==> src/rtl/async_receiver.sv <==
// Serial frame receiver: start, DATA_BITS data (LSB first), odd parity, stop; one line bit per Clk.
// Latency: word visible after edge k+DATA_BITS+2, where k is the edge that samples the start bit.
// Backpressure: one-entry holding register with Valid/Ready; a frame completing while full is dropped and flags Overrun.
module async_receiver #(
    parameter int   DATA_BITS  = 5,
    parameter logic STOP_LEVEL = 1'b0
) (
    input  logic                 Clk,
    input  logic                 Rst_n,
    input  logic                 D,
    input  logic                 Ready,
    output logic [DATA_BITS-1:0] Dout,
    output logic                 Valid,
    output logic                 ParityErr,
    output logic                 FrameErr,
    output logic                 Overrun
);

    localparam int CW = $clog2(DATA_BITS) + 1;

    typedef enum logic [1:0] {
        IDLE   = 2'd0,
        DATA   = 2'd1,
        PARITY = 2'd2,
        STOP   = 2'd3
    } state_t;

    state_t                 state_q, state_d;
    logic [DATA_BITS-1:0]   shift_q, shift_d;
    logic [CW-1:0]          cnt_q, cnt_d;
    logic                   acc_q, acc_d;
    logic                   perr_q, perr_d;

    logic [DATA_BITS-1:0]   dout_q, dout_d;
    logic                   valid_q, valid_d;
    logic                   perr_out_q, perr_out_d;
    logic                   ferr_out_q, ferr_out_d;
    logic                   ovr_q, ovr_d;

    logic                   complete;
    logic                   ferr_next;
    logic                   accept;

    // Frame FSM: next state, payload capture and parity/stop evaluation.
    always_comb begin
        state_d   = state_q;
        shift_d   = shift_q;
        cnt_d     = cnt_q;
        acc_d     = acc_q;
        perr_d    = perr_q;
        complete  = 1'b0;
        ferr_next = 1'b0;
        case (state_q)
            IDLE: begin
                // No start-edge hunting: any 0 seen while idle begins a frame.
                if (!D) begin
                    state_d = DATA;
                    cnt_d   = '0;
                    acc_d   = 1'b0;
                end
            end
            DATA: begin
                for (int i = 0; i < DATA_BITS; i++) begin
                    if (cnt_q == CW'(i)) begin
                        shift_d[i] = D;
                    end
                end
                acc_d = acc_q ^ D;
                cnt_d = cnt_q + CW'(1);
                if (cnt_q == CW'(DATA_BITS - 1)) begin
                    state_d = PARITY;
                end
            end
            PARITY: begin
                // Odd parity: data plus parity bit must hold an odd number of ones.
                perr_d  = ~(acc_q ^ D);
                state_d = STOP;
            end
            STOP: begin
                ferr_next = (D != STOP_LEVEL);
                complete  = 1'b1;
                state_d   = IDLE;
            end
            default: state_d = IDLE;
        endcase
    end

    // Holding register: load on completion if empty or being drained, else drop and flag overrun.
    always_comb begin
        dout_d     = dout_q;
        valid_d    = valid_q;
        perr_out_d = perr_out_q;
        ferr_out_d = ferr_out_q;
        ovr_d      = ovr_q;
        accept     = valid_q & Ready;
        if (accept) begin
            valid_d = 1'b0;
            ovr_d   = 1'b0;
        end
        if (complete) begin
            if (!valid_q || Ready) begin
                dout_d     = shift_d;
                perr_out_d = perr_q;
                ferr_out_d = ferr_next;
                valid_d    = 1'b1;
            end else begin
                ovr_d = 1'b1;
            end
        end
    end

    // Frame FSM state and datapath registers.
    always_ff @(posedge Clk or negedge Rst_n) begin
        if (!Rst_n) begin
            state_q <= IDLE;
            shift_q <= '0;
            cnt_q   <= '0;
            acc_q   <= 1'b0;
            perr_q  <= 1'b0;
        end else begin
            state_q <= state_d;
            shift_q <= shift_d;
            cnt_q   <= cnt_d;
            acc_q   <= acc_d;
            perr_q  <= perr_d;
        end
    end

    // Holding register and sticky overrun flag.
    always_ff @(posedge Clk or negedge Rst_n) begin
        if (!Rst_n) begin
            dout_q     <= '0;
            valid_q    <= 1'b0;
            perr_out_q <= 1'b0;
            ferr_out_q <= 1'b0;
            ovr_q      <= 1'b0;
        end else begin
            dout_q     <= dout_d;
            valid_q    <= valid_d;
            perr_out_q <= perr_out_d;
            ferr_out_q <= ferr_out_d;
            ovr_q      <= ovr_d;
        end
    end

    assign Dout      = dout_q;
    assign Valid     = valid_q;
    assign ParityErr = perr_out_q;
    assign FrameErr  = ferr_out_q;
    assign Overrun   = ovr_q;

endmodule

==> config.mk <==
export PLATFORM = sky130hd
export DESIGN_NAME = async_receiver
export DESIGN_NICKNAME = d
export VERILOG_FILES = /design/src/rtl/async_receiver.sv
export SDC_FILE = /design/constraint.sdc
export NUM_CORES = 1
export LEC_CHECK = 0
export CORE_ASPECT_RATIO = 0.9
export CORE_MARGIN = 2
export CORE_UTILIZATION = 25
export DETAILED_ROUTE_END_ITERATION = 12
export HOLD_SLACK_MARGIN = 0.08
export PLACE_DENSITY = 0.46
export SYNTH_ARGS = -nofsm -noshare
export SYNTH_HDL_FRONTEND = slang
export SYNTH_SLANG_ARGS = --single-unit
==> constraint.sdc <==
create_clock -name Clk -period 1.6 [get_ports Clk]
set_input_delay 0.16 -clock Clk [delete_from_list [all_inputs] [get_ports Clk]]
set_output_delay 0.16 -clock Clk [all_outputs]
set_load 0.005 [all_outputs]
Word-level counts from Yosys, hierarchy flattened
Cells that the tools add are included.

word-level totals
  register bits = 22
  input port bits = 4

cells by class
  $add $sub $neg = 1
  equality and inequality tests = 9
  multiplexer cells = 21
  bitwise operators = 3
  reductions and logical operators = 8

operator list
  cell                 count
  $mux 1               14
  $eq 4x2->1 const B   2
  $pmux 2 s4           1
  $pmux 4 s2           1
  $reduce_and 2->1     3
  $mux 5               1
  $add 4x1->4 const B  1
  $eq 2x2->1 const B   2
  $eq 4x1->1 const B   1
  $eq 4x3->1 const B   1
  $logic_not 4->1      1
  $mux 2               2
  $mux 4               1
  $ne 2x2->1 const B   2
  $eq 2x1->1 const B   1
  $logic_not 2->1      1
  $pmux 1 s2           1
  $reduce_bool 2->1    1
  $and 1x1->1          1
  $logic_not 1->1      1
  $logic_or 1x1->1     1
  $not 1->1            1
  $xor 1x1->1          1

Logic depth before layout (Yosys ltp)
Gate-level depths: netlist of the first run.

  depth in word-level cells = 4
  depth in mapped cells = 6

Worst setup path before layout of the first run
OpenSTA, ideal clock, no wires.

  path type = register -> register
  from = register state_q[1]
  to = register dout_q[2] (netlist: Dout[2])
  setup time = 125 ps
  data arrival time = 1,533 ps
  data required time = 1,475 ps
  setup slack = -58 ps
  cell stages (with the launch flop) = 7
  period minus slack after synthesis = 1,658 ps
  path through = dfrtp_1 > inv_1 > ha_1 > buf_4 > and4bb_1 > mux2_4 > mux2_4

on the way
  elaborated cells between the ends (all ways) = 5
  those cells by class = eq/ne (2); mux (2); reduce/logical (1)

RTL lines
  what                    RTL line  text
  start, declared         28        state_t state_q, state_d;
  start signal, assigned  121       state_q <= state_d;
  $eq 2x1->1              53        case (state_q)
  $mux 5                  53
  via shift_d[2]          29        logic [DATA_BITS-1:0] shift_q, shift_d;
  end signal, assigned    138       dout_q <= dout_d;
  end, declared           34        logic [DATA_BITS-1:0] dout_q, dout_d;

The timed path passes the listed nets, and every way through them passes these cells.
A chain may end at the register's enable or synchronous reset.

Worst setup path after layout of the first run
  from = register cnt_q[0]
  to = register dout_q[3] (netlist: Dout[3])

on the way
  longest elaborated chain between the ends = 3

RTL lines
  what                    RTL line  text
  start, declared         30        logic [CW-1:0] cnt_q, cnt_d;
  start signal, assigned  123       cnt_q <= cnt_d;
  $eq 4x2->1              64        if (cnt_q == CW'(i)) begin
  $mux 1                  64
  $mux 5                  53
  via shift_d[3]          29

The timed path passes the listed nets, and every way through them passes these cells.

==> results of run 1 <==
==> flip-flops by register name (all words and copies together) (netlist names) <==
signal	count
perr_q	1
Overrun	1
cnt_q	4
FrameErr	1
shift_q	5
Dout	5
Valid	1
acc_q	1
state_q	2
ParityErr	1
==> where the power goes <==
part           leakage, nW  total, W  internal (W)  switching, W
Sequential           0.267  0.000980      0.000817      0.000163
Combinational        0.385   0.00142      0.000901      0.000522
Clock               0.0357  0.000524      0.000334      0.000190
Total                0.687   0.00293       0.00205      0.000874
==> cells in the mapped netlist <==
cell type	count
a21boi_1	1
a21oi_1	6
a22o_1	3
and2_1	2
and4_1	1
and4bb_1	4
buf_2	3
buf_4	1
dfrtp_1	22
ha_1	9
inv_1	5
mux2_1	4
mux2_2	5
mux2_4	8
mux2i_1	1
nand2_1	1
nand2b_1	3
nand3_1	1
nand3b_1	1
nand4b_1	1
nor2_1	1
nor3_1	1
o21ai_1	1
xnor2_1	1
==> timing repair <==
action | in CTS | in global routing
pin swaps | 0 | 1
resized for setup | 3 | 2
setup buffers | 2 | 1
endpoints found under the setup margin | 1 | 5
==> cell families (layout without fill, tap and decap cells) <==
| kind of cell | count (synthesis) | after routing | share of synthesized area (%) |
|---|---|---|---|
| fa+ha+maj | 9 | 9 | 9.90 |
| flops | 22 | 22 | 48.4 |
| xor+xnor | 1 | 1 | 0.770 |
| simple gates | 16 | 16 | 10.9 |
| compound gates | 11 | 11 | 6.05 |
| buf+inv | 9 | 35 | 3.63 |
| mux | 18 | 18 | 20.4 |
==> metrics by stage <==
step | cell area (µm²) | util (%)
floorplan | 1150 | -
global placement | 1420 | 32.3
detailed placement | 1420 | 32.3
CTS | 1520 | 34.5
global route | 1530 | 34.8
finish | 1530 | 34.8
==> final timing paths <==
path / start / to / slack (ps) / cells past startpoint
worst min register to register: ParityErr / ParityErr / 500 / 1
worst max-delay path: cnt_q[0] / Dout[3] / 30 / 4
worst min-delay path: Rst_n / state_q[1] / 240 / 2
worst max register to register: cnt_q[0] / Dout[3] / 30 / 4
min in group Clk: Ready / Overrun / 450 / 2
max in group asynchronous: Rst_n / shift_q[3] / 1130 / 2
==> per-layer routing <==
layer | GRT usage [%] | wire, µm | up-vias
met5 | 0 | 0 | -
met4 | 4.02 | 18 | 0
met3 | 2.21 | 67 | 2
met2 | 13.9 | 949 | 9
met1 | 12.4 | 1020 | 346
li1 | - | - | 353
==> worst max-delay path: stages, from the launching register on <==
cell,delay (ps)
dfrtp_1,430
ha_1,240
and4bb_1,240
mux2_4,310
mux2_4,250
==> cell usage in the layout (no fill, tap or decap) <==
master / instances
dfrtp_1: 22
buf_4: 13
clkdlybuf4s50_1: 12
mux2_4: 8
ha_1: 7
a21oi_1: 6
mux2_2: 5
and4bb_1: 4
mux2_1: 4
inv_2: 3
nand2b_1: 3
a22o_1: 3
clkbuf_8: 3
inv_1: 2
and2_1: 2
ha_4: 2
nand4b_1: 1
nand3b_1: 1
nand2_1: 1
a21boi_2: 1
o21ai_1: 1
nand3_1: 1
and4_1: 1
nor3_1: 1
xnor2_1: 1
nor2_1: 1
mux2i_1: 1
bufinv_16: 1
buf_12: 1
==> final cells by class <==
class                      count  share of cell area, %
inverter                       5                   1.23
clock buffer                   3                   2.70
tap                           62                   5.07
multi-input combinational     55                   37.5
clock inverter                 1                   1.96
sequential                    22                   36.0
timing repair buffer          26                   15.5
==> results.json, run 1 <==
{
  "outcome": "finished clean",
  "final_net_count": 126,
  "wl_per_cell_um": 11.8,
  "fmax_mhz": 639,
  "dp_hpwl_um": 1490,
  "cts_hold_buf": 0,
  "synth-seq-cells": 22,
  "cp-start-kind": "flop",
  "fp-row-count": 23,
  "overflow": 0,
  "dr.pass1.iters": 4,
  "fin_ws_ps": 34.5,
  "cts_tree": "done",
  "synth_nets": 99,
  "synthToLayoutAreaGrowth_pct": 34.5,
  "hold_viol_final": 0,
  "syn_area_mm2": 0.00114,
  "wirelength_um": 2060,
  "syn_avg_cell_area_um2": 13.2,
  "whs_ps": 242,
  "clock_sinks": 22,
  "clk_pin_slew_ps": 80,
  "cts_max_path_buffers": 2,
  "grt_usage_pct": 9.19,
  "synth_top_area_share_pct": 48.4,
  "dp_cells": 167,
  "crit_type": "reg -> reg",
  "pwr_density_cell_mw_per_mm2": 1910,
  "final_cells": 174,
  "multi_input_area_um2": 574,
  "grt_pass1_vias": 740,
  "grt_first_pass_wirelength_um": 3510,
  "skew_ps": 1.44,
  "cts_buffers": 3,
  "vdd_drop_max_uv": 547,
  "finalCritPeriodShare_pct": 97.8,
  "ys_warn_count": 0,
  "initial_utilization_pct": 25.8,
  "min_path_type": "in -> async",
  "vias": 710,
  "boundaryPins": 13,
  "post-route-drc-count": 0,
  "dieArea_mm2": 0.00511,
  "maxSlewViolCount": 0,
  "synth_cell_type_count": 24,
  "cp-end-kind": "flop",
  "clk-insertion-delay-late_ps": 260,
  "die_h_um": 68.0,
  "num-fill-cells": 424,
  "gp_congestion": 0.804,
  "p_leak_nw": 0.687,
  "slew_headroom_pct": 79.0,
  "cap_viol_max_count": 0,
  "arrival_ps": 1720,
  "rsz0062_at_grt": "true",
  "place.port_buffers": 12,
  "crit_fanout": 4,
  "viasPerCell": 4.08,
  "synth_top_cell_by_area": "dfrtp_1",
  "regArea_um2": 551,
  "fp.coreArea_mm2": 0.00440,
  "drive_above_1_share_pct": 33.0,
  "htreeDepth": 1,
  "n_antenna_cell": 0,
  "finalSetupTns_ps": 0,
  "die_w_um": 75.1,
  "power_w": 0.00293,
  "cts-root-buf": "clkbuf_8",
  "ant_nets": 0,
  "required_ps": 1750,
  "grt_antenna_before_repair": 0,
  "synth_area_leaders": "dfrtp_1, mux2_4, ha_1",
  "fin_crit_ps": 1570,
  "drtIter0Drc": 9,
  "grt_start_max_net_pins": 23,
  "tightest_slew_ps": 313,
  "synth_cells": 86,
  "yosysSeqAreaShare_pct": 48.4,
  "finalSetupViolations": 0,
  "place_ws_ps": -39.5
}
Note: power is estimated with default switching activity, not from simulation.
==> inputs of run 2 (changes only) <==
ABC_CLOCK_PERIOD_IN_PS = 1600   (was not set)
CAP_MARGIN = 15   (was not set)
CELL_PAD_IN_SITES_DETAIL_PLACEMENT = 0   (was not set)
CELL_PAD_IN_SITES_GLOBAL_PLACEMENT = 1   (was not set)
PLACE_DENSITY = 0.53   (was 0.46)
==> results.json, run 2 (synthesis gave the netlist of run 1 again) <==
{
  "overflow": 0,
  "min_path_type": "in -> async",
  "crit_type": "reg -> reg",
  "clk-insertion-delay-late_ps": 260,
  "grt_first_pass_wirelength_um": 3700,
  "dp_hpwl_um": 1530,
  "hold_viol_final": 0,
  "outcome": "finished clean",
  "vias": 706,
  "whs_ps": 240,
  "skew_ps": 0.666,
  "finalCritPeriodShare_pct": 98.7,
  "tightest_slew_ps": 304,
  "cap_viol_max_count": 0,
  "final_cells": 172,
  "critPathMaxStageDelay_ps": 470,
  "grt_pass1_vias": 759,
  "synthToLayoutAreaGrowth_pct": 37.2,
  "placed_area_mm2": 0.00141,
  "die_w_um": 75.1,
  "path_buf_inv": 1,
  "clock_sinks": 22,
  "initial_utilization_pct": 25.8,
  "fp-row-count": 23,
  "power_w": 0.00296,
  "slew_headroom_pct": 79.6,
  "clk_pin_slew_ps": 80,
  "r2r_start": "cnt_q[1]",
  "crit_chain": "inv_4, ha_4, and4bb_1, mux2_4, mux2_4",
  "grt_usage_pct": 9.80,
  "maxSlewViolCount": 0,
  "cp-end-kind": "flop",
  "grt_start_max_net_pins": 23,
  "viasPerCell": 4.10,
  "fp.coreArea_mm2": 0.00440,
  "fin_crit_ps": 1580,
  "fmax_mhz": 633,
  "mostFrequentLayoutCell": "dfrtp_1",
  "regArea_um2": 552,
  "p_leak_nw": 0.683,
  "die_h_um": 68.0,
  "wirelength_um": 2030,
  "post-route-drc-count": 0,
  "boundaryPins": 13,
  "htreeDepth": 1,
  "n_antenna_cell": 0,
  "dr.pass1.iters": 2,
  "place.port_buffers": 12,
  "drtIter0Drc": 35,
  "final_cell_mix": "dfrtp_1, clkdlybuf4s50_1, buf_4",
  "rsz0062_at_grt": "true",
  "slowest_stage": "dfrtp_2",
  "final_net_count": 124,
  "finish.instance_area_mm2": 0.00156,
  "vdd_drop_max_uv": 545,
  "wl_per_cell_um": 11.8,
  "dp_cells": 165,
  "cts-root-buf": "clkbuf_8",
  "grt_antenna_before_repair": 0,
  "pwr_density_cell_mw_per_mm2": 1900,
  "cts_buffers": 3,
  "num-fill-cells": 427,
  "dieArea_mm2": 0.00511,
  "cts_tree": "done",
  "cp-start-kind": "flop",
  "cts_hold_buf": 0,
  "required_ps": 1760,
  "cts_max_path_buffers": 2,
  "finalSetupViolations": 0,
  "ant_nets": 0,
  "cpMostUsedCell": "mux2_4",
  "drive_above_1_share_pct": 36.4,
  "crit_fanout": 5,
  "crit_path_start": "cnt_q[1]",
  "final_util_pct": 35.4,
  "arrival_ps": 1730,
  "multi_input_area_um2": 612,
  "gp_congestion": 0.747,
  "cp_top_family": "multiplexers"
}
run 2: changes by cell type in the layout (fill, tap and decap cells not counted), moves of 2 or more:
cell   before  now
buf_4      13   10
ha_2        0    2
ha_4        2    4
ha_1        7    3
run 2: final cells by class:
cell class | count | share of cell area, %
Clock buffer | 3 | 2.65
Clock inverter | 1 | 1.92
Inverter | 5 | 1.36
Multi-Input combinational cell | 55 | 39.2
Sequential cell | 22 | 35.4
Tap cell | 62 | 4.97
Timing Repair Buffer | 24 | 14.5
run 2: worst paths after layout:
kind / end / slack, ps / cells past startpoint
setup reg to reg: Dout[0] / 20 / 5
hold / removal: perr_q / 240 / 2
min in group Clk: Overrun / 460 / 2
hold reg to reg: FrameErr / 490 / 1
setup / recovery: Dout[0] / 20 / 5
max in group asynchronous: cnt_q[1] / 1120 / 2
run 2: layer usage:
metal / share of wire, % / track usage [%] / vias to the layer above
met5: 0 / 0 / -
met4: 1.1 / 3.35 / 0
met3: 3.3 / 3.09 / 2
met2: 45 / 14.9 / 9
met1: 50 / 13.1 / 345
li1: - / - / 350
run 2: stage by stage:
step	TNS, ps	setup slack [ps]
4_1_cts	0	2.27
6_report	0	21.3
5_1_grt	-52.1	-23.6
3_5_place_dp	-29.4	-29.4
3_3_place_gp	0	27.2
2_1_floorplan	0	14.4
run 2: repair_timing:
item	4_1_cts	5_1_grt
pin swaps	0	4
gates resized for setup	2	13
hold endpoints to repair	0	0
endpoints found under the setup margin	1	6
buffers inserted	1	2
run 2: power by group:
group / total [W] / switching (W) / internal (W)
registers: 0.000991 / 0.000172 / 0.000819
logic: 0.00144 / 0.000529 / 0.000914
clock network: 0.000524 / 0.000190 / 0.000334
total: 0.00296 / 0.000890 / 0.00207
==> inputs of run 3 (changes only) <==
RECOVER_POWER = 100   (was not set)
==> results.json, run 3 (synthesis gave the netlist of run 1 again) <==
{
  "outcome": "finished clean",
  "n_antenna_cell": 0,
  "cpMostUsedCell": "mux2_4",
  "sw_frac_of_total_pct": 30.4,
  "min_path_type": "in -> async",
  "hold_viol_final": 0,
  "reg2regPathDepth": 5,
  "final_util_pct": 35.3,
  "ant_nets": 0,
  "viasPerCell": 4.12,
  "grt_start_max_net_pins": 23,
  "final_cell_mix": "dfrtp_1, mux2_4, buf_4",
  "cts_tree": "done",
  "num-fill-cells": 426,
  "crit_chain": "inv_4, ha_4, and4bb_1, mux2_4, mux2_4",
  "power_frac_clock_pct": 18.0,
  "dr.pass1.iters": 2,
  "cts_hold_buf": 0,
  "r2r_start": "cnt_q[1]",
  "cp-start-kind": "flop",
  "intPower_w": 0.00203,
  "cp_top_family": "multiplexers",
  "gp_congestion": 0.747,
  "synthToLayoutAreaGrowth_pct": 36.6,
  "grt_antenna_before_repair": 0,
  "finalCritPeriodShare_pct": 98.7,
  "dp_hpwl_um": 1530,
  "drive_above_1_share_pct": 35.5,
  "cts_buffers": 3,
  "fin_crit_ps": 1580,
  "final_net_count": 124,
  "slowest_stage": "dfrtp_2",
  "timing.rr.end": "Dout[0]",
  "clock_sinks": 22,
  "clk_pin_slew_ps": 80,
  "cap_viol_max_count": 0,
  "p_leak_nw": 0.680,
  "r2r_slack_ps": 20,
  "sequentialPowerShare_pct": 33.9,
  "cp-end-kind": "flop",
  "rsz0062_at_grt": "true",
  "dieArea_mm2": 0.00511,
  "arrival_ps": 1730,
  "place.port_buffers": 12,
  "fp.coreArea_mm2": 0.00440,
  "wl_per_cell_um": 11.8,
  "grt_first_pass_wirelength_um": 3700,
  "pwr-share-comb_pct": 48.1,
  "grt_pass1_vias": 759,
  "skew_ps": 0.666,
  "overflow": 0,
  "tightest_slew_ps": 572,
  "crit_fanout": 5,
  "htreeDepth": 1,
  "crit_type": "reg -> reg",
  "fp-row-count": 23,
  "required_ps": 1760,
  "wirelength_um": 2030,
  "pwr_density_cell_mw_per_mm2": 1870,
  "grt_usage_pct": 9.80,
  "finalSetupViolations": 0,
  "power_w": 0.00291,
  "cts-root-buf": "clkbuf_8",
  "clk-insertion-delay-late_ps": 260,
  "initial_utilization_pct": 25.8,
  "boundaryPins": 13,
  "cts_max_path_buffers": 2,
  "path_buf_inv": 1,
  "die_w_um": 75.1,
  "drtIter0Drc": 35,
  "maxSlewViolCount": 0,
  "vias": 708,
  "slew_headroom_pct": 61.9,
  "p_switching_w": 0.000887,
  "vdd_drop_max_uv": 544,
  "fmax_mhz": 633,
  "post-route-drc-count": 0,
  "die_h_um": 68.0,
  "mostFrequentLayoutCell": "dfrtp_1",
  "critPathMaxStageDelay_ps": 470
}
-- run 3: timing repair --
action,in CTS,in global routing
buffers inserted,1,2
setup endpoints to repair,1,6
gates resized for setup,2,13
pin swaps,0,4
-- run 3: worst max path at each step --
stage                     depth (start not counted)         end  startpoint
after detailed placement                          5     Dout[0]    cnt_q[0]
final                                             5     Dout[0]    cnt_q[1]
after CTS                                         5  state_q[1]  state_q[0]
after global placement                            5     Dout[0]    cnt_q[0]
after floorplan                                   6     Dout[2]  state_q[1]
after global routing                              5     Dout[0]    cnt_q[1]
-- run 3: final cells by class --
| class | count | area (µm²) | share of cell area, % |
|---|---|---|---|
| clock buffers | 3 | 41.3 | 2.66 |
| repair buffers | 24 | 220 | 14.2 |
| well taps | 62 | 77.6 | 4.99 |
| flip-flops and latches | 22 | 552 | 35.5 |
| clock inverters | 1 | 30.0 | 1.93 |
| inverters | 5 | 21.3 | 1.37 |
| multi-input cells | 55 | 612 | 39.4 |
-- run 3: worst register-to-register path, stage by stage (launching register included) --
cell and delay, ps:
dfrtp_2 470, inv_4 100, ha_4 130, and4bb_1 210, mux2_4 310, mux2_4 250
-- run 3: per-stage QoR --
step	instances	instance area [µm²]	hold slack (ps)	TNS (ps)	worst slack, ps
final	172	1550	408	0	21.1
after global routing	172	1550	448	-56.2	-23.6
after CTS	170	1490	247	0	2.27
after detailed placement	165	1410	474	-29.4	-29.4
after global placement	165	1410	469	0	27.2
after floorplan	86	1150	-136	0	14.4
-- run 3: power groups by stage --
| stage | logic (W) | clock network, W | registers (W) |
|---|---|---|---|
| final | 0.00140 | 0.000524 | 0.000987 |
| after global routing | 0.00158 | 0.000566 | 0.00103 |
| after CTS | 0.00137 | 0.000542 | 0.000986 |
| after detailed placement | 0.00135 | 0 | 0.000993 |
| after global placement | 0.00132 | 0 | 0.000983 |
| after floorplan | 0.000823 | 0 | 0.000969 |
-- run 3: layer usage --
metal / track usage (%) / share of wire (%)
met1: 13.1 / 50
met2: 14.9 / 45
met3: 3.09 / 3.3
met4: 3.35 / 1.1
met5: 0 / 0
